**config.mk**
```make
export PLATFORM = sky130hd
export DESIGN_NAME = pixel_array_ctrl
export DESIGN_NICKNAME = d
export VERILOG_FILES = /design/src/rtl/pixel_array_ctrl_pkg.sv /design/src/rtl/pixel_array_ctrl_gray_counter.sv /design/src/rtl/pixel_array_ctrl.sv
export SDC_FILE = /design/constraint.sdc
export NUM_CORES = 1
export LEC_CHECK = 0
export ABC_AREA = 1
export ABC_CLOCK_PERIOD_IN_PS = 1700
export CAP_MARGIN = 15
export CORE_MARGIN = 4
export CORE_UTILIZATION = 24
export DETAILED_ROUTE_END_ITERATION = 8
export HOLD_SLACK_MARGIN = 0.02
export SLEW_MARGIN = 30
export SYNTH_ARGS = -nofsm -noshare
export SYNTH_HDL_FRONTEND = slang
export SYNTH_HIERARCHICAL = 1
export SYNTH_SLANG_ARGS = --single-unit
```
**constraint.sdc**
```tcl
create_clock -name CLK -period 1.7 [get_ports CLK]
set_input_delay 0.17 -clock CLK [delete_from_list [all_inputs] [get_ports CLK]]
set_output_delay 0.17 -clock CLK [all_outputs]
set_load 0.05 [all_outputs]
```
**src/rtl/pixel_array_ctrl_pkg.sv**
```systemverilog
// Shared types and Gray-code helpers for the pixel array sequencer.
package pixel_ctrl_pkg;

  localparam int NUM_PIX_DEF = 4;
  localparam int CNT_W_DEF   = 8;

  typedef enum logic [2:0] {
    S_IDLE,
    S_ERASE,
    S_EXPOSE,
    S_CONVERT,
    S_RD_GAP,
    S_RD_DRIVE,
    S_RD_OUT,
    S_DONE
  } state_t;

  function automatic logic [31:0] gray_enc(input logic [31:0] b);
    return b ^ (b >> 1);
  endfunction

  function automatic logic [31:0] gray_dec(input logic [31:0] g);
    logic [31:0] b;
    b[31] = g[31];
    for (int k = 30; k >= 0; k--) b[k] = b[k+1] ^ g[k];
    return b;
  endfunction

endpackage

```
**src/rtl/pixel_array_ctrl_gray_counter.sv**
```systemverilog
// Binary ramp counter with a registered Gray-coded copy.
module gray_counter
  import pixel_ctrl_pkg::*;
#(
  parameter int CNT_W = CNT_W_DEF
) (
  input  logic             CLK,
  input  logic             RESET_N,
  input  logic             CLR,
  input  logic             EN,
  output logic [CNT_W-1:0] BIN,
  output logic [CNT_W-1:0] GRAY
);

  logic [CNT_W-1:0] nb;

  assign nb = BIN + CNT_W'(1);

  always_ff @(posedge CLK) begin
    if (!RESET_N || CLR) begin
      BIN  <= '0;
      GRAY <= '0;
    end else if (EN) begin
      BIN  <= nb;
      GRAY <= CNT_W'(gray_enc(32'(nb)));
    end
  end

endmodule

```
**src/rtl/pixel_array_ctrl.sv**
```systemverilog
// Erase/expose/convert/readout sequencer for the four-pixel array.
module pixel_array_ctrl
  import pixel_ctrl_pkg::*;
#(
  parameter int NUM_PIX     = NUM_PIX_DEF,
  parameter int CNT_W       = CNT_W_DEF,
  parameter int ERASE_CYC   = 5,
  parameter int EXPOSE_CYC  = 255,
  parameter int CONVERT_CYC = 256,
  localparam int IDX_W = (NUM_PIX > 1) ? $clog2(NUM_PIX) : 1
) (
  input  logic                     CLK,
  input  logic                     RESET_N,
  input  logic                     START,
  output logic                     ERASE,
  output logic                     PIX_RESET,
  output logic                     EXPOSE,
  output logic                     RAMP_EN,
  output logic [NUM_PIX-1:0]       READ,
  output logic                     DATA_OE,
  output logic [CNT_W-1:0]         DATA_OUT,
  input  logic [NUM_PIX*CNT_W-1:0] DATA_IN,
  output logic                     PIX_VALID,
  input  logic                     PIX_READY,
  output logic [CNT_W-1:0]         PIX_DATA,
  output logic [IDX_W-1:0]         PIX_IDX,
  output logic                     BUSY,
  output logic                     FRAME_DONE
);

  localparam logic [15:0] ER_LAST = 16'(ERASE_CYC - 1);
  localparam logic [15:0] EX_LAST = 16'(EXPOSE_CYC - 1);
  localparam logic [CNT_W-1:0] CV_LAST = CNT_W'(CONVERT_CYC - 1);
  localparam logic [IDX_W-1:0] PIX_LAST = IDX_W'(NUM_PIX - 1);

  state_t           state;
  state_t           nxt;
  logic [15:0]      ph;
  logic [CNT_W-1:0] bin;
  logic [CNT_W-1:0] gray;
  logic             conv;

  assign conv     = (state == S_CONVERT);
  assign DATA_OUT = gray;

  gray_counter #(.CNT_W(CNT_W)) u_cnt (
    .CLK     (CLK),
    .RESET_N (RESET_N),
    .CLR     (!conv),
    .EN      (conv),
    .BIN     (bin),
    .GRAY    (gray)
  );

  always_comb begin
    nxt = state;
    unique case (state)
      S_IDLE:     if (START) nxt = S_ERASE;
      S_ERASE:    if (ph == ER_LAST) nxt = S_EXPOSE;
      S_EXPOSE:   if (ph == EX_LAST) nxt = S_CONVERT;
      S_CONVERT:  if (bin == CV_LAST) nxt = S_RD_GAP;
      S_RD_GAP:   nxt = S_RD_DRIVE;
      S_RD_DRIVE: if (ph == 16'd1) nxt = S_RD_OUT;
      S_RD_OUT:
        if (PIX_READY)
          nxt = (PIX_IDX == PIX_LAST) ? S_DONE : S_RD_GAP;
      S_DONE:     nxt = S_IDLE;
      default:    nxt = S_IDLE;
    endcase
  end

  // Outputs are registered from the next state so they line up with it.
  always_ff @(posedge CLK) begin
    if (!RESET_N) begin
      state      <= S_IDLE;
      ph         <= '0;
      ERASE      <= 1'b0;
      PIX_RESET  <= 1'b0;
      EXPOSE     <= 1'b0;
      RAMP_EN    <= 1'b0;
      DATA_OE    <= 1'b0;
      READ       <= '0;
      PIX_VALID  <= 1'b0;
      PIX_DATA   <= '0;
      PIX_IDX    <= '0;
      BUSY       <= 1'b0;
      FRAME_DONE <= 1'b0;
    end else begin
      state      <= nxt;
      ph         <= (nxt != state) ? '0 : ph + 16'd1;
      ERASE      <= (nxt == S_ERASE);
      PIX_RESET  <= (nxt == S_ERASE);
      EXPOSE     <= (nxt == S_EXPOSE);
      RAMP_EN    <= (nxt == S_CONVERT);
      DATA_OE    <= (nxt == S_CONVERT);
      READ       <= (nxt == S_RD_DRIVE) ? NUM_PIX'(1) << PIX_IDX : '0;
      PIX_VALID  <= (nxt == S_RD_OUT);
      BUSY       <= (nxt != S_IDLE);
      FRAME_DONE <= (nxt == S_DONE);
      if (conv && nxt != S_CONVERT)
        PIX_IDX <= '0;
      if (state == S_RD_OUT && nxt == S_RD_GAP)
        PIX_IDX <= PIX_IDX + IDX_W'(1);
      if (state == S_RD_DRIVE && nxt == S_RD_OUT)
        PIX_DATA <= CNT_W'(gray_dec(32'(DATA_IN[PIX_IDX*CNT_W +: CNT_W])));
    end
  end

endmodule
```
### Word level (Yosys, flattened, before mapping)

Index checks and enable logic that the tools add are counted.

* $add $sub $neg: 3
* equal/unequal tests: 21
* shift operators: 2
* mux-type cells: 10
* bitwise gates (word level): 9
* reduce and logical (&&, ||, !) cells: 11

Operators by type and width (count)
* indexed part select 32 x 6 -> 8 bit: 1
* equality test 3 bit, second input constant: 8
* case mux 3 bit (8 select lines): 1
* two-way mux 3 bit: 6
* adder 16 x 1 -> 16 bit, second input constant: 1
* equality test 16 x 1 -> 1 bit, second input constant: 1
* equality test 16 x 3 -> 1 bit, second input constant: 1
* equality test 16 x 8 -> 1 bit, second input constant: 1
* equality test 3 x 2 -> 1 bit, second input constant: 4
* adder 8 x 1 -> 8 bit, second input constant: 1
* equality test 8 bit, second input constant: 1
* XOR 8 x 7 -> 8 bit: 1
* XOR 1 bit: 7
* equality test 3 x 1 -> 1 bit, second input constant: 2
* two-way mux 2 bit: 3
* << shifter 1 x 2 -> 4 bit, first input constant: 1
* logical AND 1 bit: 3
* zero test 3 bit: 1
* != test 3 x 2 -> 1 bit, second input constant: 1
* != test 3 bit: 1
* nonzero test 3 bit: 1
* adder 2 x 1 -> 2 bit, second input constant: 1
* equality test 2 bit, second input constant: 1
* zero test 1 bit: 2
* 5 further kinds: 5

* register bits: 55
* bits of input ports: 36
* output and inout bits: 30
* word-level logic and storage cells: 69

### Logic depth before layout (Yosys ltp)

* word-level depth: 8
* depth in mapped cells: 17
* mapped depth without buffers: 16

### Hierarchy

Netlist, hierarchy kept.

By module, submodules not included
* pixel_array_ctrl: instances 1, cells each 327, area each 2240.9 sq um
* gray_counter: instances 1, cells each 129, area each 815.8 sq um

### Worst setup path after synthesis

No wires, ideal clock.

* path kind: flip-flop to flip-flop
* start: register PIX_IDX[0]
* end: register PIX_DATA[0]
* arrival time: 2.024 ns
* setup slack: -0.434 ns
* stages on the path, launching flop included: 17
* path buffers: 1
* clock period less this slack: 2.134 ns
* cells stage by stage: dfxtp_1 -> inv_1 -> buf_6 -> nand2_1 -> nand3_1 -> nand2_1 -> nand2_1 -> nand3_1 -> nand2_1 -> nand2_1 -> nand3_1 -> nand3_1 -> nand3_1 -> nand2_1 -> nand3_1 -> nand2_1 -> nor2_1

* cells in the longest elaborated chain, start to end: 8

RTL lines
* start, declared: line pixel_array_ctrl.sv:26 `output logic [IDX_W-1:0] PIX_IDX,`
* start signal, assigned: line pixel_array_ctrl.sv:103 `PIX_IDX <= PIX_IDX + IDX_W'(1);`
* indexed part select 32 x 6 -> 8 bit: line pixel_array_ctrl.sv:105 `PIX_DATA <= CNT_W'(gray_dec(32'(DATA_IN[PIX_IDX*CNT_W +: CNT_W])));`
* XOR 1 bit (7 in series): line pixel_array_ctrl_pkg.sv:25 `for (int k = 30; k >= 0; k--) b[k] = b[k+1] ^ g[k];`
* end signal, assigned: line pixel_array_ctrl.sv:105
* end, declared: line pixel_array_ctrl.sv:25 `output logic [CNT_W-1:0] PIX_DATA,`

Parallel ways exist; a longest one is shown, timed or not.
A chain may end at the register's enable or synchronous reset.

### Worst setup path in the final report

* start: register ph[5]
* end: register ph[15]

* cells in the longest elaborated chain, start to end: 5

RTL lines
* start, declared: line pixel_array_ctrl.sv:38 `logic [15:0] ph;`
* start signal, assigned: line pixel_array_ctrl.sv:90 `ph <= (nxt != state) ? '0 : ph + 16'd1;`
* equality test 16 x 1 -> 1 bit (tied with other cells): line pixel_array_ctrl.sv:63 `S_RD_DRIVE: if (ph == 16'd1) nxt = S_RD_OUT;`
* two-way mux 3 bit (on tied branches): line pixel_array_ctrl.sv:63, pixel_array_ctrl.sv:59, pixel_array_ctrl.sv:60
* case mux 3 bit (8 select lines): line pixel_array_ctrl.sv:57 `unique case (state)`
* != test 3 bit: line pixel_array_ctrl.sv:90
* OR reduction 2 bit (no source line)

Parallel ways exist; a longest one is shown, timed or not.

==> flow_summary.toml <==
[timing]
fin_skew_ps = 9.829
worst_pin_slew_ps = 529.1
rsz0062_at_grt = "true"
tns_ps = -3209
slew_violations = 0
finalHoldViolations = 0
fin_crit_sh_pct = 111.1
setup_viol = 26
slew_headroom_pct = 64.62
max_freq_mhz = 529.7
finalWorstSetupSlack_ps = -188.0
min_period_ps = 1888

[critical_path]
required_ps = 1940
critical-path-max-stage-delay_ps = 330
critPathSlowestCell = "dfxtp_2"
cp-end-kind = "register"
crit_chain = "nor2_2, nand3_2, nor3_4, nand4_1, inv_2, nor3_2, nand2_2, inv_2, nand2_4, nand4_4, buf_6, nor2_2"
crit_family = "simple AND/OR/NAND/NOR gates"
reg2reg_depth = 12
arrival_ps = 2130
rr_startpoint = "ph[5]"
cp-start-kind = "register"
r2r_setup_slack_ps = -190
r2r-end = "ph[15]"
critPathKind = "reg -> reg"
crit_fanout = 7
cp_num_buf_inv = 3

[worst_hold_path]
worstHoldStart = "u_cnt/GRAY[0]"
whs_path_depth = 2
min_path_type = "reg -> reg"
min_to = "u_cnt/GRAY[0]"

[cts]
insertion_delay_ps = 300
postCtsHoldBufs = 0
cts_buffer_depth = 2
path_clk_slew_ps = 70
cts.sinks = 54
htree_num_levels = 2
root_buffer = "clkbuf_16"
cts_tree = "done"
numCtsBuffers = 5

[yosys]
yosysWarnings = 6
synth_area_per_cell_um2 = 6.703
synth-seq-cells = 54
synthCells = 456
synth_cell_types = 35
netlist.area_leader.share_pct = 35.37
yosys.area.top_type = "dfxtp_1"
syn-num-nets = 498
synth_area_leaders = "dfxtp_1, nand2_1, nand3_1, nor2_1, inv_1"
syn_area_um2 = 3057
ys_seq_area_share_pct = 35.37

[cells_and_area]
antenna_cells = 0
layout_common_cells = "nand2_1, buf_4, clkdlybuf4s50_1"
layout_commonest_cell = "nand2_1"
fill_cells = 1200
multi_input_area_um2 = 2117
layout-drive-gt1-share_pct = 37.21
regArea_um2 = 1099
area_growth_syn_to_layout_pct = 67.05
final_nets = 643
layoutNonFillerInstCount = 770
final_core_util_pct = 41.64

[drt]
wl_per_cell_um = 11.78
drt_iter0_markers = 132
first_pass_iters = 4
num_vias = 3400
route.detailed.drc = 0
postRouteAntennaNets = 0
wl_um = 9067
viasPerCell = 4.416

[place]
io_buffers = 65
dp_cells = 741
gp_congestion = 0.9015
dpl.hpwl_um = 6396

[global_route]
first_global_vias = 3351
grt_pass1_wl_um = 14810
use_met2_pct = 22.33
grt_util_all_layers_pct = 12.18
grtUsageMet3_pct = 2.284
grt_max_degree = 18
gr-max-usage-layer = "met2"
antenna_found_initial = 0
use_met1_pct = 14.21
grt-ovfl-total = 0

[power_and_ir_drop]
ir_drop_uv = 312.7
leakage_nw = 2.123
p_per_area_nw_per_um2 = 546.2

[die]
fp.coreArea_um2 = 12260
die_height_um = 120.9
pin_count = 66
initial_utilization_pct = 24.93
die_area_um2 = 14610
die_width_um = 120.9
rows = 40

[status]
status = "finished, violations left"
violations = "setup timing"

[flow_run]
drv_cap = 0
[Yosys cell counts (all sizes together)]
| master | number |
|---|---|
| nand2 | 132 |
| or2 | 3 |
| clkinv | 2 |
| nor3b | 4 |
| o21bai | 1 |
| nand3 | 52 |
| a31oi | 5 |
| xor2 | 3 |
| a211oi | 2 |
| nor4 | 2 |
| nor3 | 12 |
| a21oi | 19 |
| buf | 12 |
| o21ai | 11 |
| ha | 6 |
| nand3b | 1 |
| nand4 | 6 |
| clkbuf | 2 |
| a32oi | 4 |
| o211ai | 5 |
| inv | 53 |
| xnor2 | 2 |
| nor2 | 63 |
| dfxtp | 54 |
[routing by layer]
metal / vias to the layer above / share of wire [%]
met1: 1562 / 44
met4: 0 / 1.9
li1: 1760 / -
met5: - / 0
met3: 13 / 4.1
met2: 65 / 50
[per-stage QoR]
stage                     total power [mW]  instance area (um^2)  hold WS [ps]  setup WS, ps
final                                2.789                  5106         490.4        -188.0
after CTS                            2.776                  4892         502.5        -62.49
after floorplan                      1.515                  3179         341.2        -44.39
after detailed placement             1.691                  4394         486.2        -360.4
after global routing                 2.909                  5106         540.7        -319.0
after global placement               1.683                  4394         480.8        -280.5
[cell type report]
type	count	area share, %
multi-input cells	334	41.46
flip-flops and latches	54	21.51
inverters	55	4.141
clock buffers	6	2.524
clock inverters	2	0.2695
well taps	168	4.117
repair buffers	151	25.97
[cells by family (layout without fill, tap and decap cells)]
| logic type | Yosys count | count (layout) | synth area share, % |
|---|---|---|---|
| AND/OR/NAND/NOR | 275 | 276 | 41.42 |
| buffers and inverters | 69 | 214 | 9.906 |
| AO/OA/AOI/OAI | 47 | 47 | 9.415 |
| XOR/XNOR | 5 | 5 | 1.433 |
| adder cells (fa/ha/maj) | 6 | 6 | 2.456 |
| flip-flops | 54 | 54 | 35.37 |
[worst min-delay path, delay by kind of cell (launching register included)]
kind            cells  cell delay [ps]
simple gates        1               60
flops               1              310
compound gates      1               80
[power breakdown]
group | switching (mW) | internal [mW]
combinational | 0.254 | 0.249
sequential | 0.0104 | 1.27
clock | 0.454 | 0.547
total | 0.718 | 2.07
[state kept, by name (all words and copies together), names as in the netlist]
register / flops
ph: 16
PIX_DATA: 8
u_cnt/BIN: 8
u_cnt/GRAY: 7
READ: 4
state: 3
PIX_IDX: 2
BUSY: 1
DATA_OE: 1
EXPOSE: 1
FRAME_DONE: 1
PIX_RESET: 1
PIX_VALID: 1
[repair_timing]
item / CTS / global route
gates cloned: 1 / 0
hold endpoints to repair: 0 / 0
gates resized for setup: 56 / 38
pin swaps: 18 / 13
endpoints found under the setup margin: 22 / 36
setup buffers: 17 / 5
[worst max path at each step]
stage | from | endpoint | slack, ps | cells past startpoint
2_1_floorplan | PIX_IDX[0] | PIX_DATA[0] | -40 | 16
3_5_place_dp | PIX_READY | ph[15] | -360 | 10
5_1_grt | PIX_IDX[0] | ph[13] | -320 | 10
3_3_place_gp | PIX_READY | ph[15] | -280 | 10
6_report | ph[5] | ph[15] | -190 | 12
4_1_cts | ph[5] | ph[8] | -60 | 12
Note: power is estimated with default switching activity, not from simulation.
